## src/rtl/servo_seg_sched.sv

```systemverilog
// Segment scheduler: takes one multi-axis Nx segment per handshake and strobes it into
// every axis buffer with a shared WR pulse, avoiding full buffers and T-period boundaries.
module servo_seg_sched #(
    parameter int NAXIS   = 2,
    parameter int NW      = 8,
    parameter int WR_HIGH = 2,
    parameter int WR_GAP  = 2,
    parameter int T_GUARD = 3
) (
    input  logic                clk,
    input  logic                rst_n,
    input  logic                seg_valid,
    output logic                seg_ready,
    input  logic [NAXIS*NW-1:0] seg_nx,
    input  logic                abort,
    input  logic                ls_in,
    input  logic                halt_clr,
    input  logic [NAXIS-1:0]    flag_full_i,
    input  logic [NAXIS-1:0]    flag_T_i,
    output logic [NAXIS*NW-1:0] nx_o,
    output logic                wr_o,
    output logic                ls_o,
    output logic                halted,
    output logic [15:0]         seg_count
);

    localparam int GW = $clog2(T_GUARD + 1);
    localparam int CW = $clog2(WR_HIGH + WR_GAP + 1);

    typedef enum logic [2:0] {IDLE, SETUP, WR_HI, WR_LO, HALT} state_t;

    state_t         state, state_nxt;
    logic [CW-1:0]  cnt, cnt_nxt;
    logic [GW-1:0]  guard, guard_nxt;
    logic [NAXIS-1:0] t_prev;
    logic           toggle, stop, full, hs, load, inc, ready_nxt;

    // NOTE: every variable written here gets a default first, so no latches are inferred.
    always_comb begin
        toggle    = |(flag_T_i ^ t_prev);
        stop      = ls_in | abort;
        full      = |flag_full_i;
        hs        = seg_valid & seg_ready;
        guard_nxt = toggle ? GW'(T_GUARD) : ((guard != '0) ? guard - 1'b1 : '0);
        state_nxt = state;
        cnt_nxt   = cnt;
        load      = 1'b0;
        inc       = 1'b0;
        case (state)
            IDLE: begin
                if (stop) state_nxt = HALT;
                else if (hs) begin
                    state_nxt = SETUP;
                    load      = 1'b1;
                end
            end
            SETUP: begin
                // The live toggle term covers a T flip landing on the would-be WR rising edge.
                if (stop) state_nxt = HALT;
                else if (guard == '0 && !toggle && !full) begin
                    state_nxt = WR_HI;
                    cnt_nxt   = CW'(WR_HIGH - 1);
                    inc       = 1'b1;
                end
            end
            WR_HI: begin
                if (stop) state_nxt = HALT;
                else if (cnt == '0) begin
                    state_nxt = WR_LO;
                    cnt_nxt   = CW'(WR_GAP - 1);
                end else cnt_nxt = cnt - 1'b1;
            end
            WR_LO: begin
                if (stop) state_nxt = HALT;
                else if (cnt == '0) state_nxt = IDLE;
                else cnt_nxt = cnt - 1'b1;
            end
            HALT: begin
                if (halt_clr && !stop) state_nxt = IDLE;
            end
            default: state_nxt = IDLE;
        endcase
        ready_nxt = (state_nxt == IDLE) && !full && (guard_nxt == '0) && !stop;
    end

    // NOTE: sequential state uses non-blocking assignments only.
    always_ff @(posedge clk or negedge rst_n) begin
        if (!rst_n) begin
            state     <= IDLE;
            cnt       <= '0;
            guard     <= '0;
            t_prev    <= '0;
            seg_ready <= 1'b0;
            nx_o      <= '0;
            wr_o      <= 1'b0;
            ls_o      <= 1'b0;
            halted    <= 1'b0;
            seg_count <= '0;
        end else begin
            state     <= state_nxt;
            cnt       <= cnt_nxt;
            guard     <= guard_nxt;
            t_prev    <= flag_T_i;
            seg_ready <= ready_nxt;
            wr_o      <= (state_nxt == WR_HI);
            ls_o      <= (state_nxt == HALT);
            halted    <= (state_nxt == HALT);
            if (load) nx_o <= seg_nx;
            if (inc && seg_count != 16'hFFFF) seg_count <= seg_count + 16'd1;
        end
    end

endmodule

```

## config.mk

```make
export PLATFORM = sky130hd
export DESIGN_NAME = servo_seg_sched
export DESIGN_NICKNAME = d
export VERILOG_FILES = /design/src/rtl/servo_seg_sched.sv
export SDC_FILE = /design/constraint.sdc
export NUM_CORES = 1
export LEC_CHECK = 0
export ABC_CLOCK_PERIOD_IN_PS = 3660
export BUFFER_PORTS_ARGS = -buffer_cell sky130_fd_sc_hd__buf_4
export CAP_MARGIN = 20
export CORE_MARGIN = 2
export CORE_UTILIZATION = 47
export CTS_BUF_LIST = sky130_fd_sc_hd__clkbuf_16
export CTS_CLUSTER_SIZE = 30
export DETAILED_ROUTE_END_ITERATION = 10
export PLACE_DENSITY = 0.84
export SLEW_MARGIN = 20
export SYNTH_ARGS = -nofsm -noshare
export SYNTH_HDL_FRONTEND = slang
export SYNTH_SLANG_ARGS = --single-unit
export TNS_END_PERCENT = 50
```

## constraint.sdc

```tcl
create_clock -name clk -period 3.66 [get_ports clk]
set_input_delay 0.549 -clock clk [delete_from_list [all_inputs] [get_ports clk]]
set_output_delay 0.549 -clock clk [all_outputs]
set_load 0.005 [all_outputs]
```

=== Word-level counts from Yosys, hierarchy flattened ===
Cells that the tools add are included.

* Register bits: 45
* Input bits: 26
* Output and inout bits: 36
* Word-level logic and storage cells: 72

* Add/subtract/negate cells: 3
* Equality and inequality tests: 12
* Muxes and demuxes: 25
* Bitwise gates (word level): 3
* Reductions and logical operators: 20

{| class="wikitable"
|+ Operators by type and width
! cell !! number
|-
| $mux W3 || 15
|-
| $add A16 B1 Y16 const B || 1
|-
| $ne A16 B16 Y1 const B || 1
|-
| $pmux W3 S5 || 1
|-
| $ne A2 B2 Y1 const B || 5
|-
| $eq A3 B2 Y1 const B || 3
|-
| $logic_not A3 Y1 || 3
|-
| $pmux W3 S3 || 1
|-
| $logic_and A1 B1 Y1 || 7
|-
| $eq A3 B3 Y1 const B || 2
|-
| $mux W1 || 6
|-
| $reduce_and A6 Y1 || 1
|-
| $logic_not A2 Y1 || 2
|-
| $mux W2 || 2
|-
| $reduce_or A2 Y1 || 2
|-
| $eq A3 B1 Y1 const B || 1
|-
| $logic_not A1 Y1 || 3
|-
| $reduce_bool A3 Y1 || 1
|-
| $sub A3 B1 Y3 const B || 1
|-
| $reduce_bool A2 Y1 || 1
|-
| $sub A2 B1 Y2 const B || 1
|-
| $xor A2 B2 Y2 || 1
|-
| $and A1 B1 Y1 || 1
|-
| $or A1 B1 Y1 || 1
|}

=== Depth between registers and ports, before layout ===
* Word-level depth: 12
* Gate-level depth with buffers: 7
* Gate-level depth less buffers: 7

=== Worst setup path before layout ===
No wires, ideal clock.

* Kind: input-to-reg
* Start: in flag_full_i[1]
* End: reg seg_count[12]
* Setup time: 0.128 ns
* Data arrival time: 1.670 ns
* Data required time: 3.532 ns
* Slack: 1.862 ns
* Stages on the path: 5
* Buffers on the path: 0
* Cell sequence: nor4_4 > and3_2 > nand4_2 > nor3_2 > mux2_1

* Cells in the longest elaborated chain, start to end: 7

{| class="wikitable"
|+ Ends and longest elaborated chain
! item !! RTL line !! RTL
|-
| start, declared || 18 || <nowiki>input logic [NAXIS-1:0] flag_full_i,</nowiki>
|-
| $reduce_or A2 Y1 || 42 || <nowiki>full = |flag_full_i;</nowiki>
|-
| $logic_not A1 Y1 || 60 || <nowiki>else if (guard == '0 && !toggle && !full) begin</nowiki>
|-
| $logic_and A1 B1 Y1 || 60 ||
|-
| $mux W1 || 60 ||
|-
| $mux W1 || 59 || <nowiki>if (stop) state_nxt = HALT;</nowiki>
|-
| $mux W1 || 49 || <nowiki>case (state)</nowiki>
|-
| $logic_and A1 B1 Y1 || 109 || <nowiki>if (inc && seg_count != 16'hFFFF) seg_count <= seg_count + 16'd1;</nowiki>
|-
| end signal, assigned || 109 ||
|-
| end, declared || 24 || <nowiki>output logic [15:0] seg_count</nowiki>
|}

Every way passes these cells.
A chain may end at the register's enable or synchronous reset.

=== Worst setup path in the final report ===
* Start: reg state[2]
* End: reg nx_o[5]

* Cells in the longest elaborated chain, start to end: 2

{| class="wikitable"
|+ Ends and longest elaborated chain
! item !! RTL line !! RTL
|-
| start, declared || 32 || <nowiki>state_t state, state_nxt;</nowiki>
|-
| start signal, assigned || 100 || <nowiki>state <= state_nxt;</nowiki>
|-
| $logic_not A3 Y1 || 49 ||
|-
| $mux W1 || 49 ||
|-
| end signal, assigned || 108 || <nowiki>if (load) nx_o <= seg_nx;</nowiki>
|-
| end, declared || 20 || <nowiki>output logic [NAXIS*NW-1:0] nx_o,</nowiki>
|}

Every way passes these cells.

==> flow_metrics.tcl <==
set metrics [dict create \
    hold_ws_ns 0.250 \
    met3_length_um 220 \
    via_per_inst 5.27 \
    worstPathCellList "nor3_1, nand4_1, mux2_2" \
    synth_edf_count 0 \
    io_buffers 61 \
    grt_pass1_wl_mm 6.92 \
    drc 0 \
    critPathRequiredTime_ns 3.82 \
    drtIter0Drc 90 \
    routed.top_layer "met4" \
    antenna_found_initial 0 \
    p_int_mw 0.845 \
    synth_top_area_cell "dfrtp_1" \
    cts_hold_buf 0 \
    async_flop_share_pct 100 \
    synth_area_leaders "dfrtp_1 (53%), mux2_2 (8.5%), xnor2_1 (4.5%)" \
    syn_nets 198 \
    slew-limit-headroom_pct 44.8 \
    drt_first_pass_iters 4 \
    postCtsResizedCells 0 \
    post_route_cells_drive_above_1_share_pct 42.4 \
    switchingPower_mw 0.211 \
    hold_viol 0 \
    p_leak_nw 1.42 \
    cp_top_family "simple AND/OR/NAND/NOR gates" \
    core_sq_um 4350 \
    drtAntennaViolNets 0 \
    ys_seq_area_share_pct 53.2 \
    cp.depth 3 \
    synthCells 169 \
    r2r_start "state[2]$_DFF_PN0_" \
    placement_rows 24 \
    ys_ff_latch 45 \
    power.density_nw_per_um2 378 \
    fin_tns_setup_ns 0 \
    start_kind "flop" \
    setup_violations 0 \
    finalClockSkew_ns 0.00475 \
    cts_tree "built" \
    cp_max_fo 16 \
    grt_pass1_vias 1452 \
    clk_latency_ns 0.28 \
    fmax_mhz 465 \
    io_pins 62 \
    pwr-share-clk_pct 47.6 \
    ys_warn_count 0 \
    post-route-period-util_pct 58.7 \
    r2r_end "nx_o[5]$_DFFE_PN0P_" \
    crit_path_max_incr_delay_ns 0.72 \
    status "finished clean" \
    synthFlopType "dfrtp_1" \
    max_cap_viol_count 0 \
    die_w_um 71.1 \
    diodes 0 \
    synth_area_per_cell_sq_um 12.5 \
    worstPathArrival_ns 2.31 \
    htree_levels 2 \
    final_core_util_pct 64.2 \
    grt_usage_pct 17.7 \
    clk_pin_slew_worst_paths_ns 0.06 \
    numCtsBuffers 5 \
    met1Wirelength_mm 1.88 \
    tightest_slew_ns 0.825 \
    crit_buf_inv 0 \
    r2r_cells 3 \
    yosysUniqueCellTypes 43 \
    crit_slowest_cell "nand4_1" \
    synth_area_sq_um 2120 \
    critPathLaunch "state[2]$_DFF_PN0_" \
    crit_end "nx_o[5]$_DFFE_PN0P_" \
    hold_path_class "input port to asynchronous set/reset pin" \
    nets 264 \
    post_cts_buffers 0 \
    wl_met2_mm 2.08 \
    finalMaxSlewViolations 0 \
    min_period_ns 2.15 \
    grt_max_degree 46 \
    dieArea_sq_um 5060 \
    fillCellCount 339 \
    gp_congestion 0.735 \
    vias 1517 \
    drt_wl_total_mm 4.25 \
    clock-root-buffer "clkbuf_16" \
    die_y_um 71.1 \
    worst_ir_drop_vdd_mv 0.203 \
    synth_top_area_share_pct 53.2 \
    p_seq_share_pct 48.0 \
    end_kind "flop" \
    avgRoutedWirePerCell_um 14.8 \
    dp_hpwl_mm 3.24 \
    combPwrFrac_pct 4.4 \
    clock_sinks 45 \
    initial_core_util_pct 48.6 \
    critPathKind "flop to flop" \
    switching_share_pct 20.0 \
    cts_buffer_depth 2 \
    r2r_slack_ns 1.51 \
    rsz0062_at_grt "no" \
    grt_overflow 0 \
    synthToLayoutAreaGrowth_pct 32.0 \
]
==> layout make-up <==
class	instances	area (sq um)	share of cell area, %
clock inverter	3	41.3	1.48
inverter	6	22.5	0.806
clock buffer	5	125	4.48
sequential	45	1130	40.3
multi-input combinational	116	957	34.2
tap	52	65.1	2.33
timing repair buffer	61	458	16.4
==> power by group through the flow <==
stage               Combinational [mW]  Clock [mW]  Sequential (mW)
floorplan                       0.0112           0            0.515
CTS                             0.0479       0.507            0.506
finish                          0.0466       0.503            0.506
global route                    0.0517       0.531            0.507
global placement                0.0465           0            0.515
detailed placement              0.0475           0            0.516
==> cell usage after synthesis, types with 2 or more instances <==
library cell and number:
nor3_2 3, o21ai_0 3, xor2_1 4, nand2_4 2, mux2_1 4, nor2_1 8
inv_1 6, nand3_1 9, mux2_2 16, nand2b_1 2, a21oi_1 3, a21boi_0 2
ha_1 3, dfrtp_1 45, nand4_1 5, nor4_4 3, nand2_1 12, xnor2_1 11
and3_1 4
==> layout by cell type, fill, tap and decap left out, types with 2 or more instances in the layout <==
cell       synthesis  layout
a21oi_1            3       3
mux2_1             4       4
dfrtp_1           45      45
nand3_1            9       9
nor4_4             3       3
ha_1               3       3
nand4_1            5       5
a21boi_0           2       2
and3_1             4       4
clkbuf_16          0       5
nand2b_1           2       2
buf_4              1      61
xnor2_1           11      11
mux2_2            16      16
nand2_1           12      12
nand2_4            2       2
o21ai_0            3       3
nor2_1             8       8
inv_1              6       6
xor2_1             4       4
nor3_2             3       3
==> metal layers <==
layer / GRT usage, % / up-vias
li1: - / 733
met1: 23.1 / 726
met2: 29.0 / 52
met3: 3.99 / 6
met4: 6.92 / 0
met5: 0 / -
==> sequential cells by signal, summed over array words and instances, names as in the netlist <==
name and cells:
seg_count 16, wr_o 1, seg_ready 1, state 3, halted 1, guard 2
t_prev 2, nx_o 16, cnt 3
==> per-stage QoR <==
stage / worst slack, ns / instance area, sq um / std cells / power, mW
floorplan: 1.86 / 2120 / 169 / 0.526
global route: 1.33 / 2800 / 288 / 1.09
CTS: 1.52 / 2800 / 288 / 1.06
global placement: 1.38 / 2630 / 280 / 0.562
finish: 1.51 / 2800 / 288 / 1.06
detailed placement: 1.27 / 2630 / 280 / 0.563
==> how the worst min path moves through the flow <==
| stage | end | cells past startpoint | slack (ns) | start |
|---|---|---|---|---|
| after floorplan | cnt[0]$_DFFE_PN0P_ | 0 | 0.25 | rst_n |
| after global placement | cnt[1]$_DFFE_PN0P_ | 1 | 0.47 | cnt[1]$_DFFE_PN0P_ |
| after detailed placement | cnt[1]$_DFFE_PN0P_ | 1 | 0.48 | cnt[1]$_DFFE_PN0P_ |
| after CTS | seg_count[4]$_DFFE_PN0P_ | 1 | 0.28 | rst_n |
| after global routing | nx_o[13]$_DFFE_PN0P_ | 1 | 0.30 | rst_n |
| final | nx_o[13]$_DFFE_PN0P_ | 1 | 0.25 | rst_n |
==> logic make-up after synthesis <==
kind of cell	after synthesis	share of synthesized area (%)
simple gates	59	19.0
compound gates	18	7.09
fa+ha+maj	3	1.77
flops	45	53.2
buf+inv	8	1.65
mux	21	11.1
xor+xnor	15	6.20
Power figures use the tool's default switching activity.
